===== config.mk =====
export PLATFORM = sky130hd
export DESIGN_NAME = instruction_fetch_stage
export DESIGN_NICKNAME = d
export VERILOG_FILES = /design/src/rtl/instruction_fetch_stage_pkg.sv /design/src/rtl/instruction_fetch_stage_if_id_register.sv /design/src/rtl/instruction_fetch_stage.sv
export SDC_FILE = /design/constraint.sdc
export NUM_CORES = 1
export LEC_CHECK = 0
export CAP_MARGIN = 20
export CORE_ASPECT_RATIO = 0.75
export CORE_MARGIN = 1.5
export CORE_UTILIZATION = 45
export CTS_BUF_LIST = sky130_fd_sc_hd__clkbuf_8
export DETAILED_ROUTE_END_ITERATION = 8
export PLACE_DENSITY = 0.81
export SYNTH_ARGS = -nofsm -noshare
export SYNTH_HDL_FRONTEND = slang
export SYNTH_SLANG_ARGS = --single-unit

===== constraint.sdc =====
create_clock -name clk -period 3.2 [get_ports clk]
set_input_delay 0.48 -clock clk [delete_from_list [all_inputs] [get_ports clk]]
set_output_delay 0.48 -clock clk [all_outputs]
set_load 0.02 [all_outputs]

===== src/rtl/instruction_fetch_stage_pkg.sv =====
// Shared front-end pipeline definitions: fetch FSM encoding, PC step,
// default bubble word and the IF/ID payload layout.
package instruction_fetch_stage_pkg;

    localparam int unsigned XLEN = 32;

    // Fetch FSM encoding
    typedef enum logic [1:0] {
        S_REQ   = 2'd0,
        S_DRAIN = 2'd1,
        S_HOLD  = 2'd2
    } fetch_state_t;

    localparam logic [XLEN-1:0] PC_INC      = 32'd4;
    localparam logic [XLEN-1:0] BUBBLE_WORD = 32'h0000_0000;

    // IF/ID pipeline register payload
    typedef struct packed {
        logic [XLEN-1:0] pc;
        logic [XLEN-1:0] instruction;
        logic            valid;
    } if_id_t;

endpackage


===== src/rtl/instruction_fetch_stage_if_id_register.sv =====
// IF/ID pipeline register with flush > freeze > load > bubble priority.
// Ports: clk, rst (sync active-low), flush, freeze, load, din (next slot),
//        dout (registered slot contents).
module if_id_register
    import instruction_fetch_stage_pkg::*;
#(
    parameter logic [XLEN-1:0] BUBBLE = BUBBLE_WORD
) (
    input  logic   clk,
    input  logic   rst,
    input  logic   flush,
    input  logic   freeze,
    input  logic   load,
    input  if_id_t din,
    output if_id_t dout
);

    localparam if_id_t EMPTY_SLOT = '{pc: '0, instruction: BUBBLE, valid: 1'b0};

    always_ff @(posedge clk) begin
        if (!rst) begin
            dout <= EMPTY_SLOT;
        end else if (flush) begin
            dout <= EMPTY_SLOT;
        end else if (freeze) begin
            dout <= dout;
        end else if (load) begin
            dout <= din;
        end else begin
            dout <= EMPTY_SLOT;
        end
    end

endmodule


===== src/rtl/instruction_fetch_stage.sv =====
// Instruction fetch stage: owns the PC, fetches over a req/ready handshake,
// and fills the IF/ID register while honouring freeze and branch redirects.
// Ports: clk, rst (sync active-low), FREEZE, BRANCH_TAKEN, BRANCH_ADDR,
//        IMEM_REQ/IMEM_ADDR/IMEM_READY/IMEM_RDATA (instruction memory),
//        PC/INSTRUCTION/VALID (IF/ID outputs).
module instruction_fetch_stage
    import instruction_fetch_stage_pkg::*;
#(
    parameter logic [XLEN-1:0] RESET_PC = 32'h0000_0000,
    parameter logic [XLEN-1:0] BUBBLE   = 32'h0000_0000
) (
    input  logic            clk,
    input  logic            rst,
    input  logic            FREEZE,
    input  logic            BRANCH_TAKEN,
    input  logic [XLEN-1:0] BRANCH_ADDR,
    output logic            IMEM_REQ,
    output logic [XLEN-1:0] IMEM_ADDR,
    input  logic            IMEM_READY,
    input  logic [XLEN-1:0] IMEM_RDATA,
    output logic [XLEN-1:0] PC,
    output logic [XLEN-1:0] INSTRUCTION,
    output logic            VALID
);

    fetch_state_t    state_q;
    logic [XLEN-1:0] pc_q;
    logic [XLEN-1:0] tgt_q;
    logic [XLEN-1:0] hold_q;

    logic [XLEN-1:0] pc_next_c;
    logic            load_c;
    logic [XLEN-1:0] word_c;
    if_id_t          slot_in;
    if_id_t          slot_q;

    assign pc_next_c = pc_q + PC_INC;

    // Request is dropped immediately while reset is held, abandoning any
    // outstanding transaction; the address is the registered fetch pointer.
    assign IMEM_REQ  = rst && (state_q != S_HOLD);
    assign IMEM_ADDR = pc_q;

    // A fresh instruction is available for IF/ID
    always_comb begin
        load_c = 1'b0;
        word_c = hold_q;
        case (state_q)
            S_REQ: begin
                if (IMEM_READY && !BRANCH_TAKEN && !FREEZE) begin
                    load_c = 1'b1;
                    word_c = IMEM_RDATA;
                end
            end
            S_HOLD: begin
                if (!BRANCH_TAKEN && !FREEZE) begin
                    load_c = 1'b1;
                end
            end
            default: begin
                load_c = 1'b0;
            end
        endcase
    end

    // Fetch FSM and fetch pointer
    always_ff @(posedge clk) begin
        if (!rst) begin
            state_q <= S_REQ;
            pc_q    <= RESET_PC;
            tgt_q   <= '0;
            hold_q  <= '0;
        end else begin
            case (state_q)
                S_REQ: begin
                    if (IMEM_READY) begin
                        if (BRANCH_TAKEN) begin
                            pc_q <= BRANCH_ADDR;
                        end else if (FREEZE) begin
                            hold_q  <= IMEM_RDATA;
                            state_q <= S_HOLD;
                        end else begin
                            pc_q <= pc_next_c;
                        end
                    end else if (BRANCH_TAKEN) begin
                        // Keep the address stable until memory accepts it
                        tgt_q   <= BRANCH_ADDR;
                        state_q <= S_DRAIN;
                    end
                end
                S_DRAIN: begin
                    if (IMEM_READY) begin
                        pc_q    <= BRANCH_TAKEN ? BRANCH_ADDR : tgt_q;
                        state_q <= S_REQ;
                    end else if (BRANCH_TAKEN) begin
                        tgt_q <= BRANCH_ADDR;
                    end
                end
                S_HOLD: begin
                    if (BRANCH_TAKEN) begin
                        pc_q    <= BRANCH_ADDR;
                        state_q <= S_REQ;
                    end else if (!FREEZE) begin
                        pc_q    <= pc_next_c;
                        state_q <= S_REQ;
                    end
                end
                default: begin
                    state_q <= S_REQ;
                end
            endcase
        end
    end

    assign slot_in = '{pc: pc_next_c, instruction: word_c, valid: 1'b1};

    if_id_register #(
        .BUBBLE (BUBBLE)
    ) u_if_id (
        .clk    (clk),
        .rst    (rst),
        .flush  (BRANCH_TAKEN),
        .freeze (FREEZE),
        .load   (load_c),
        .din    (slot_in),
        .dout   (slot_q)
    );

    assign PC          = slot_q.pc;
    assign INSTRUCTION = slot_q.instruction;
    assign VALID       = slot_q.valid;

endmodule


==> results.cfg <==
[yosys]
yosysTopAreaCell = dfxtp_1
synth_edf_count = 0
synthCells = 945
synth_commonest_cells = nand2_1 (207), dfxtp_1 (163), a21oi_1 (100)
synth_most_common_cell = nand2_1
avgSynthCellArea_um2 = 7.908
syn-cell-area_mm2 = 0.007473
synth-seq-area-share_pct = 43.66
synth_area_leaders = dfxtp_1 (44%), nand2_1 (10%), a21oi_1 (6.7%), mux2_2 (5.3%), a22oi_1 (4.2%)
yosysWarnings = 0
synth_top_area_share_pct = 43.66
syn-num-nets = 1015
synthFlopType = dfxtp_1
synthArstFlopShare_pct = 0
ys_ff_latch = 163
yosysUniqueCellTypes = 56

[clock_tree]
numCtsBuffers = 17
htree_levels = 4
clock_latency_ns = 0.47
cts_tree = built
clock_path_buffers = 2
cts_hold_buf = 0
cts.root.buffer_cell = clkbuf_8
ctsResizeCount = 0
clock-sinks = 163
clkSlewWorstSetupHoldPaths_ns = 0.10
postCtsSetupBuffers = 0

[sta]
max_freq_mhz = 398.4
relSlewSlack_pct = 26.33
tns_ns = 0
setup_viol = 0
holdWs_ns = 0.3078
fin_crit_ns = 2.510
rsz0062_at_grt = false
tightestPinTransition_ns = 1.103
fin_skew_ns = 0.01540
slew_violations = 0
fin_crit_sh_pct = 78.44
hold_viol_final = 0

[drt]
first_iter_violations = 693
vias = 7312
drc = 0
firstDrtPassIters = 5
routed_wl_um = 22370
wl_per_cell_um = 17.23
drtAntennaViolNets = 0
via_per_inst = 5.633

[run]
maxCapViolCount = 0

[place]
dp_hpwl_um = 15070
io_buffers = 166
placed_cell_area_mm2 = 0.009281
place.gp.congestion = 0.9062
placedCellCount = 1266

[global_routing]
use_met1_pct = 36.22
grtUsageTotal_pct = 25.48
grt_util_met2_pct = 37.53
overflow = 0
grtUsageMet3_pct = 7.040
antenna_found_initial = 0
grt_pass1_vias = 6678
grt_max_degree = 82
busiest_layer = met2
grt_pass1_wl_um = 35310

[power]
pwr_density_cell_mw_per_mm2 = 440.2
p_sw_share_pct = 29.49
power.share.clock_pct = 34.6
power.leakage_uw = 0.003291
p_int_uw = 2999
power_switching_uw = 1255
p_seq_share_pct = 51.3
vdd_drop_max_v = 0.0002865
p_comb_share_pct = 14.1

[critical_path]
path_cells = ha_1, nand3_2, or3_4, or4_4, or4_1, nand3_1
crit_buf_inv = 0
cp_max_fo = 8
cp-start-kind = flip-flop
path_delay_family = simple AND/OR/NAND/NOR gates
end_kind = flip-flop
crit_arrival_ns = 2.92
cp.required_ns = 3.61
cpPeakStageDelay_ns = 0.54
critPathKind = flip-flop to flip-flop
slowest_stage = or4_4

[floorplanning]
die_w_um = 151.8
placementRows = 40
die-area_mm2 = 0.01740
initial_utilization_pct = 46.37
core_area_mm2 = 0.01612
die_y_um = 114.6
ioPinCount = 167

[outcome]
status = finished clean

[worst_hold_path]
min_path_type = primary input to flip-flop

[layout]
area_growth_syn_to_layout_pct = 29.32
finalInstanceArea_mm2 = 0.009664
fill_cells = 1426
layout-drive-gt1-share_pct = 9.743
nets = 1145
finalNonFillerCells = 1298
fin_util_pct = 59.97
n_antenna_cell = 0
-- tightest hold or removal path: stages --
cell and delay, ns:
buf_2 0.12, inv_1 0.07, nor4_1 0.05
-- stage by stage --
| stage | total power [uW] | setup slack [ns] |
|---|---|---|
| after global placement | 2806 | 0.6446 |
| after CTS | 4276 | 0.7015 |
| after detailed placement | 2817 | 0.6205 |
| after global routing | 4428 | 0.5684 |
| after floorplan | 2533 | 0.8178 |
| final | 4254 | 0.6900 |
-- sequential cells by signal (all words and copies together) (netlist names) --
register	flops
u_if_id.dout	65
IMEM_ADDR	32
hold_q	32
state_q	2
tgt_q	32
-- cell usage in the layout, fill, tap and decap left out, types with 3 or more instances in the layout --
cell | Yosys | routed
a21oi_1 | 100 | 100
or4_1 | 3 | 3
inv_6 | 0 | 4
nand4_1 | 7 | 7
o221a_2 | 3 | 3
mux2i_1 | 4 | 4
clkinv_4 | 0 | 4
nor4_1 | 14 | 14
clkinvlp_4 | 0 | 5
and4_1 | 5 | 5
xnor2_1 | 20 | 20
or3_1 | 7 | 7
xor2_1 | 7 | 7
nand3_1 | 17 | 17
inv_1 | 9 | 9
nand2b_1 | 7 | 6
nand2_1 | 207 | 207
o21a_1 | 5 | 5
o31a_1 | 4 | 4
a31oi_1 | 3 | 3
nor2_1 | 72 | 72
nor3_1 | 8 | 8
a22oi_1 | 42 | 42
o22ai_1 | 5 | 5
a221oi_1 | 3 | 3
nor3b_1 | 6 | 6
and3_1 | 8 | 8
o31ai_1 | 4 | 4
and2_1 | 3 | 3
mux2_2 | 35 | 35
o21ai_0 | 58 | 58
dfxtp_1 | 163 | 163
clkdlybuf4s50_1 | 0 | 164
buf_4 | 0 | 23
clkbuf_8 | 0 | 17
nor2b_1 | 7 | 5
o211ai_1 | 6 | 6
-- logic make-up (layout without fill, tap and decap cells) --
group	count (synthesis)	in the layout	synth area share, %
buffers and inverters	88	231	4.504
xor gates and xnor gates	27	27	3.164
AOI/OAI and AO/OA	247	247	19.96
and+or+nand+nor	380	380	22.74
DFF	163	163	43.66
muxes	39	39	5.810
adders and majority gates	1	1	0.1674
-- final timing paths --
| path | end | slack [ns] | cells past startpoint | start |
|---|---|---|---|---|
| setup / recovery | IMEM_ADDR[26] | 0.69 | 6 | IMEM_ADDR[2] |
| hold / removal | state_q[1] | 0.31 | 3 | FREEZE |
| setup reg to reg | IMEM_ADDR[26] | 0.69 | 6 | IMEM_ADDR[2] |
| hold reg to reg | hold_q[0] | 0.46 | 2 | hold_q[0] |
-- final cells by class --
class                   count  area (um2)  share of cell area (%)
multi-input cells         694        3894                   40.29
flip-flops and latches    163        3263                   33.76
repair buffers            189        1824                   18.88
well taps                 210       262.8                   2.719
clock buffers              17       234.0                   2.421
clock inverters            15       148.9                   1.541
inverters                  10       37.54                  0.3884
-- routing by layer --
metal | wire, um | vias up
li1 | - | 3547
met1 | 10680 | 3446
met2 | 9564 | 297
met3 | 1840 | 22
met4 | 280 | 0
met5 | 0 | -
-- power by group through the flow --
stage | clock (uW) | sequential, uW | combinational (uW)
finish | 1470 | 2180 | 600
floorplan | 0 | 2230 | 299
global route | 1590 | 2190 | 648
CTS | 1500 | 2180 | 596
detailed placement | 0 | 2220 | 592
global placement | 0 | 2220 | 584
Note: power is estimated with default switching activity, not from simulation.
